$ cat config.mk
export PLATFORM = sky130hd
export DESIGN_NAME = ines_loader
export DESIGN_NICKNAME = d
export VERILOG_FILES = /design/src/rtl/nes_cart_pkg.sv /design/src/rtl/ines_loader.sv
export SDC_FILE = /design/constraint.sdc
export NUM_CORES = 1
export LEC_CHECK = 0
export CAP_MARGIN = 5
export CORE_UTILIZATION = 40
export CTS_CLUSTER_SIZE = 10
export DETAILED_ROUTE_END_ITERATION = 8
export PLACE_DENSITY_LB_ADDON = 0.2
export SLEW_MARGIN = 20
export SYNTH_ARGS = -nofsm -noshare
export SYNTH_HDL_FRONTEND = slang
export SYNTH_SLANG_ARGS = --single-unit
$ cat constraint.sdc
create_clock -name clk_cpu -period 39.3 [get_ports clk_cpu]
set_input_delay 7.86 -clock clk_cpu [delete_from_list [all_inputs] [get_ports clk_cpu]]
set_output_delay 7.86 -clock clk_cpu [all_outputs]
set_load 0.03 [all_outputs]
$ cat src/rtl/nes_cart_pkg.sv
// Shared cartridge definitions: iNES header layout, loader state encoding
// and the power-of-two mask helper used when sizing ROM address windows.
package nes_cart_pkg;

  // "NES\x1A", byte i of the magic lives at bits [8*i +: 8]
  localparam logic [31:0] INES_MAGIC = 32'h1A53454E;

  localparam int unsigned HDR_MAGIC_LEN = 4;
  localparam int unsigned HDR_PRG_UNITS = 4;
  localparam int unsigned HDR_CHR_UNITS = 5;
  localparam int unsigned HDR_FLAGS6    = 6;
  localparam int unsigned HDR_FLAGS7    = 7;
  localparam int unsigned HDR_LAST      = 15;

  localparam int unsigned PRG_UNIT_SHIFT = 14;  // 16 KB units
  localparam int unsigned CHR_UNIT_SHIFT = 13;  // 8 KB units
  localparam int unsigned CHR_RAM_BYTES  = 8192;
  localparam int unsigned TRAINER_BYTES  = 512;
  localparam int unsigned TRAINER_BASE   = 32'h1000;

  typedef enum logic [2:0] {
    ST_IDLE,
    ST_HEADER,
    ST_TRAINER,
    ST_PRG,
    ST_CHR,
    ST_DONE,
    ST_ERROR
  } loader_state_t;

  // Smallest (2^k - 1) whose window holds 'size' bytes.
  function automatic logic [31:0] pow2_mask(input logic [31:0] size);
    logic [31:0] m;
    m = '0;
    for (int unsigned i = 0; i < 32; i++) begin
      if ((m + 32'd1) < size) m = {m[30:0], 1'b1};
    end
    return m;
  endfunction

endpackage

$ cat src/rtl/ines_loader.sv
// iNES image loader: parses the 16-byte header, then streams PRG and CHR
// payload bytes out as single-cycle write strobes into cartridge memories.
// Optional trainer support is enabled by defining INES_TRAINER_EN, which adds
// the prgram_we / prgram_wr_addr ports.
module ines_loader
  import nes_cart_pkg::*;
#(
  parameter int PRG_ROM_DEPTH = 17,
  parameter int CHR_ROM_DEPTH = 15,
  parameter int PRG_RAM_DEPTH = 13
) (
  input  logic                     clk_cpu,
  input  logic                     rst,
  input  logic                     start,
  input  logic [7:0]               in_data,
  input  logic                     in_valid,
  output logic                     in_ready,
  output logic [7:0]               wr_data,
  output logic [PRG_ROM_DEPTH-1:0] prg_wr_addr,
  output logic                     prg_we,
  output logic [CHR_ROM_DEPTH-1:0] chr_wr_addr,
  output logic                     chr_we,
  output logic [7:0]               mapper_id,
  output logic                     mirrorv,
  output logic                     chr_ram,
  output logic                     prg_ram,
  output logic [PRG_ROM_DEPTH-1:0] prg_mask,
  output logic [CHR_ROM_DEPTH-1:0] chr_mask,
  output logic [PRG_RAM_DEPTH-1:0] prgram_mask,
  output logic                     busy,
  output logic                     done,
  output logic                     error
`ifdef INES_TRAINER_EN
  ,
  output logic                     prgram_we,
  output logic [PRG_RAM_DEPTH-1:0] prgram_wr_addr
`endif
);

  localparam int unsigned CNT_W0 = (PRG_ROM_DEPTH > CHR_ROM_DEPTH) ? PRG_ROM_DEPTH : CHR_ROM_DEPTH;
  localparam int unsigned CNT_W  = (CNT_W0 > 10) ? CNT_W0 : 10;

  loader_state_t    state, state_next;
  logic [CNT_W-1:0] count;
  logic [31:0]      count_ext;
  logic [7:0]       prg_units;
  logic [7:0]       chr_units;
  logic             trainer;
  logic             acc;
  logic [31:0]      prg_total;
  logic [31:0]      chr_total;
  logic             hdr_last;
  logic             hdr_bad_magic;
  logic             hdr_invalid;
  logic             prg_last;
  logic             chr_last;
`ifdef INES_TRAINER_EN
  logic             trn_last;
`endif

  assign in_ready  = (state == ST_HEADER) || (state == ST_TRAINER) ||
                     (state == ST_PRG)    || (state == ST_CHR);
  assign busy      = in_ready;
  assign done      = (state == ST_DONE);
  assign error     = (state == ST_ERROR);
  assign acc       = in_valid && in_ready;
  assign count_ext = 32'(count);
  assign prg_total = 32'(prg_units) << PRG_UNIT_SHIFT;
  assign chr_total = 32'(chr_units) << CHR_UNIT_SHIFT;

  assign hdr_last      = (count_ext == HDR_LAST);
  assign hdr_bad_magic = (count_ext < HDR_MAGIC_LEN) &&
                         (in_data != INES_MAGIC[{count[1:0], 3'b000} +: 8]);
`ifdef INES_TRAINER_EN
  assign hdr_invalid   = (prg_units == 8'd0) ||
                         (prg_total > (32'd1 << PRG_ROM_DEPTH)) ||
                         (chr_total > (32'd1 << CHR_ROM_DEPTH));
  assign trn_last      = (count_ext == TRAINER_BYTES - 1);
`else
  assign hdr_invalid   = (prg_units == 8'd0) ||
                         (prg_total > (32'd1 << PRG_ROM_DEPTH)) ||
                         (chr_total > (32'd1 << CHR_ROM_DEPTH)) ||
                         trainer;
`endif
  assign prg_last      = (count_ext == prg_total - 32'd1);
  assign chr_last      = (count_ext == chr_total - 32'd1);

  // State register.
  always_ff @(posedge clk_cpu) begin
    if (rst) state <= ST_IDLE;
    else     state <= state_next;
  end

  // Next-state: header validation and payload phase sequencing.
  always_comb begin
    state_next = state;
    case (state)
      ST_IDLE, ST_DONE, ST_ERROR: begin
        if (start) state_next = ST_HEADER;
      end
      ST_HEADER: begin
        if (acc) begin
          if (hdr_bad_magic)    state_next = ST_ERROR;
          else if (hdr_last)    state_next = hdr_invalid ? ST_ERROR :
                                             (trainer ? ST_TRAINER : ST_PRG);
        end
      end
      ST_TRAINER: begin
`ifdef INES_TRAINER_EN
        if (acc && trn_last) state_next = ST_PRG;
`else
        state_next = ST_ERROR;
`endif
      end
      ST_PRG: begin
        if (acc && prg_last) state_next = chr_ram ? ST_DONE : ST_CHR;
      end
      ST_CHR: begin
        if (acc && chr_last) state_next = ST_DONE;
      end
      default: state_next = ST_IDLE;
    endcase
  end

  // Datapath: header field capture, byte counter and registered write strobes.
  always_ff @(posedge clk_cpu) begin
    if (rst) begin
      count       <= '0;
      prg_units   <= '0;
      chr_units   <= '0;
      trainer     <= 1'b0;
      mapper_id   <= '0;
      mirrorv     <= 1'b0;
      prg_ram     <= 1'b0;
      chr_ram     <= 1'b0;
      prg_mask    <= '0;
      chr_mask    <= '0;
      prgram_mask <= '0;
      wr_data     <= '0;
      prg_wr_addr <= '0;
      prg_we      <= 1'b0;
      chr_wr_addr <= '0;
      chr_we      <= 1'b0;
`ifdef INES_TRAINER_EN
      prgram_we      <= 1'b0;
      prgram_wr_addr <= '0;
`endif
    end else begin
      prg_we <= 1'b0;
      chr_we <= 1'b0;
`ifdef INES_TRAINER_EN
      prgram_we <= 1'b0;
`endif
      case (state)
        ST_IDLE, ST_DONE, ST_ERROR: begin
          if (start) begin
            count       <= '0;
            prg_units   <= '0;
            chr_units   <= '0;
            trainer     <= 1'b0;
            mapper_id   <= '0;
            mirrorv     <= 1'b0;
            prg_ram     <= 1'b0;
            chr_ram     <= 1'b0;
            prg_mask    <= '0;
            chr_mask    <= '0;
            prgram_mask <= '0;
          end
        end
        ST_HEADER: begin
          if (acc) begin
            count <= count + 1'b1;
            case (count_ext)
              HDR_PRG_UNITS: prg_units <= in_data;
              HDR_CHR_UNITS: chr_units <= in_data;
              HDR_FLAGS6: begin
                mirrorv        <= in_data[0];
                prg_ram        <= in_data[1];
                trainer        <= in_data[2];
                mapper_id[3:0] <= in_data[7:4];
              end
              HDR_FLAGS7: mapper_id[7:4] <= in_data[7:4];
              HDR_LAST: begin
                count       <= '0;
                prg_mask    <= PRG_ROM_DEPTH'(pow2_mask(prg_total));
                chr_mask    <= (chr_units == 8'd0) ? CHR_ROM_DEPTH'(CHR_RAM_BYTES - 1)
                                                   : CHR_ROM_DEPTH'(pow2_mask(chr_total));
                prgram_mask <= '1;
                chr_ram     <= (chr_units == 8'd0);
              end
              default: ;
            endcase
          end
        end
`ifdef INES_TRAINER_EN
        ST_TRAINER: begin
          if (acc) begin
            prgram_we      <= 1'b1;
            prgram_wr_addr <= PRG_RAM_DEPTH'(TRAINER_BASE + count_ext);
            wr_data        <= in_data;
            count          <= trn_last ? '0 : count + 1'b1;
          end
        end
`endif
        ST_PRG: begin
          if (acc) begin
            prg_we      <= 1'b1;
            prg_wr_addr <= count[PRG_ROM_DEPTH-1:0];
            wr_data     <= in_data;
            count       <= prg_last ? '0 : count + 1'b1;
          end
        end
        ST_CHR: begin
          if (acc) begin
            chr_we      <= 1'b1;
            chr_wr_addr <= count[CHR_ROM_DEPTH-1:0];
            wr_data     <= in_data;
            count       <= chr_last ? '0 : count + 1'b1;
          end
        end
        default: ;
      endcase
    end
  end

endmodule

==> metrics.cfg <==
[clock_tree]
clk-insertion-delay-late_ns = 0.43
cts.sinks = 123
cts_tree = built
cts_bufs_inserted = 17
ctsLongestPathBuffers = 2
htreeDepth = 4
clock_root_cell = sky130_fd_sc_hd__clkbuf_16
path_clk_slew_ns = 0.06

[critical_path]
worst_path_required_ns = 39.60
crit_top_cell = sky130_fd_sc_hd__a21o_1
critical_path_class = flip-flop to flip-flop
endpoint = prg_mask[0]
arrival_ns = 37.14
endpoint_kind = flip-flop
timing.rr.end = prg_mask[0]
rrSetupSlack_ns = 2.47
reg2regPathDepth = 182
source_of_the_critical_timing_path = prg_units[5]
path_depth = 182
crit_path_max_incr_delay_ns = 0.62
critPathBufInv = 12
regToRegStartpoint = prg_units[5]
startpoint_type = flip-flop
timing.critical_path.fanout_max = 23
worst_path_dominant_cell_family = compound AO/OA/AOI/OAI gates
critical_path.slowest_cell = sky130_fd_sc_hd__or4_4

[sta]
min_period_over_period = 0.937
finalClockSkew_ns = 0.0106
hold_viol = 0
setup_viol = 0
fin_tns_setup_ns = 0
final_max_slew_viol_count = 0
setup_slack_ns = 2.47
period_minus_slack_ns = 36.83
max_clock_freq_mhz = 27.1
worst_pin_slew_ns = 1.11
maxSlewHeadroom = 0.258

[run]
cap_viol_max_count = 0

[route]
routed-via-count = 22500
drt_first_iter_violations = 1878
antenna_violation_net_count_after_detailed_routing = 0
wl_per_cell_um = 19.3
post_detailed_routing_wire_length_um = 71500
detail_route.first_pass.iterations = 5
post_route_drc = 0
drt-vias-per-instance = 6.07

[synthesis]
synth_top_area_cell = sky130_fd_sc_hd__ha_1
yosysMostFrequentCell = sky130_fd_sc_hd__nand2_1
yosys_register_bits = 123
synth-warning-count = 0
ys_seq_area_frac = 0.120
netlist_instances = 2924
asyncSetResetFlopFracSynth = 0
synth.cells.most_frequent = sky130_fd_sc_hd__nand2_1, sky130_fd_sc_hd__nor2_1, sky130_fd_sc_hd__a21oi_1, sky130_fd_sc_hd__ha_1, sky130_fd_sc_hd__o21ai_0
synth.lib_cells_used.distinct = 124
postSynth.topFlopCell = sky130_fd_sc_hd__dfxtp_1
synthesis.nets = 3148
syn-mean-instance-area_um2 = 7.03
synthDominantCellAreaShare = 0.129
number_of_flops_mapped_to_enable_cells_by_yosys = 0
synthesis.area_um2 = 20500
synthTopCellsByArea = sky130_fd_sc_hd__ha_1, sky130_fd_sc_hd__dfxtp_1, sky130_fd_sc_hd__mux2i_1, sky130_fd_sc_hd__nand2_1, sky130_fd_sc_hd__nor2_1

[place]
hpwl_after_detailed_placement_um = 54400
placedInstanceArea_um2 = 22700
gpl.final_weighted_congestion = 0.958
port_buffers = 113
post-place-ws_ns = 0.196

[global_route]
globalRouteTotalUtil = 0.262
grt_pass1_vias = 21300
antenna_found_initial = 0
global_route.overflow_total = 0
grt_pass1_wl_um = 114000
grt_start_max_net_pins = 91

[floorplanning]
starting_density_of_the_core = 0.408
chipWidth_um = 229
die-area_um2 = 52300
num_io_pins = 114
core-area_um2 = 50400
num_rows = 82
chipHeight_um = 229

[cells_and_area]
final_cell_area_um2 = 23700
antennaDiodeCount = 0
areaGrowthSynthToFinish_pct = 15.5
layout-drive-gt1-share = 0.116
num-nets-final = 3250
fillers = 5103

[worst_hold_path]
hp-class = flip-flop to flip-flop

[outcome]
status = finished, final reports clean

[cell families (layout without fill, tap and decap cells)]
kind of cell / Yosys count / after routing / synth area share
AOI/OAI and AO/OA: 910 / 910 / 0.295
xor gates and xnor gates: 13 / 13 / 0.00554
adders and majority gates: 218 / 218 / 0.132
buffers and inverters: 246 / 359 / 0.0516
DFF: 123 / 123 / 0.120
muxes: 246 / 246 / 0.124
and+or+nand+nor: 1168 / 1170 / 0.272
[final cells by class]
type,instances,area (um2),share of cell area
multi-input cells,2557,17300,0.731
flip-flops and latches,123,2460,0.104
repair buffers,252,2180,0.0921
well taps,672,841,0.0354
clock buffers,18,439,0.0185
inverters,75,284,0.0120
clock inverters,14,160,0.00675
[through the flow]
| step | instances | hold slack [ns] | utilization |
|---|---|---|---|
| 6_report | 3711 | 0.436 | 0.471 |
| 5_1_grt | 3711 | 0.449 | 0.471 |
| 4_1_cts | 3690 | 0.439 | 0.462 |
| 3_5_place_dp | 3658 | 0.432 | 0.450 |
| 3_3_place_gp | 3658 | 0.433 | 0.450 |
| 2_1_floorplan | 2924 | 0.456 | - |
[flip-flops by register name, summed over array words and instances (netlist names)]
| name | cells |
|---|---|
| prg_ram | 1 |
| mirrorv | 1 |
| chr_units | 8 |
| trainer | 1 |
| chr_we | 1 |
| prg_units | 8 |
| state | 3 |
| chr_ram | 1 |
| chr_mask | 15 |
| prgram_mask | 1 |
| prg_wr_addr | 17 |
| prg_we | 1 |
| prg_mask | 17 |
| mapper_id | 8 |
| count | 17 |
| wr_data | 8 |
| chr_wr_addr | 15 |
[placed cells by master (no fill, tap or decap), types with 19 or more instances in the layout]
master                            instances
sky130_fd_sc_hd__a21o_1                  70
sky130_fd_sc_hd__ha_1                   212
sky130_fd_sc_hd__nand3b_1                19
sky130_fd_sc_hd__nand3_1                 81
sky130_fd_sc_hd__and3_1                  44
sky130_fd_sc_hd__nor4_1                  21
sky130_fd_sc_hd__o21ai_0                208
sky130_fd_sc_hd__a21oi_1                252
sky130_fd_sc_hd__nand2b_1                34
sky130_fd_sc_hd__o211ai_1                38
sky130_fd_sc_hd__and2_1                  40
sky130_fd_sc_hd__clkdlybuf4s50_1        112
sky130_fd_sc_hd__mux2_2                  40
sky130_fd_sc_hd__or2_2                   20
sky130_fd_sc_hd__o21a_1                  27
sky130_fd_sc_hd__a211oi_1                41
sky130_fd_sc_hd__mux2i_1                200
sky130_fd_sc_hd__nor2b_1                 50
sky130_fd_sc_hd__inv_1                   73
sky130_fd_sc_hd__nor3_1                  50
sky130_fd_sc_hd__buf_4                  139
sky130_fd_sc_hd__nand2_1                349
sky130_fd_sc_hd__nor2_1                 334
sky130_fd_sc_hd__dfxtp_1                123
sky130_fd_sc_hd__nand4_1                 35
[repair_timing]
item / CTS / global route
setup buffers: 0 / 19
hold buffers: 0 / 0
hold endpoints to repair: 0 / 0
gates resized for setup: 0 / 68
setup endpoints to repair: 0 / 32
[how the worst min path moves through the flow]
stage	start	to	slack, ns	cells past startpoint
finish	prg_mask[7]	prg_mask[7]	0.44	2
global route	prg_mask[6]	prg_mask[6]	0.45	2
CTS	prg_mask[7]	prg_mask[7]	0.44	2
detailed placement	prg_mask[7]	prg_mask[7]	0.43	2
global placement	prg_mask[7]	prg_mask[7]	0.43	2
floorplan	trainer	trainer	0.46	2
[routing by layer]
metal,vias to the layer above,global-route usage,part of all wire
li1,11000,-,-
met1,10600,0.352,0.46
met2,750,0.425,0.46
met4,0,0.0866,0.027
met3,124,0.0404,0.062
met5,-,0,0
[tightest hold or removal path, cell delays in order, from the launching register on]
cell                      delay, ns
sky130_fd_sc_hd__dfxtp_1       0.31
sky130_fd_sc_hd__nand2_1       0.05
sky130_fd_sc_hd__nand2_1       0.04
Power is not shown: default switching activity piles up to over one toggle a cycle in this logic, so the estimate is an artifact.
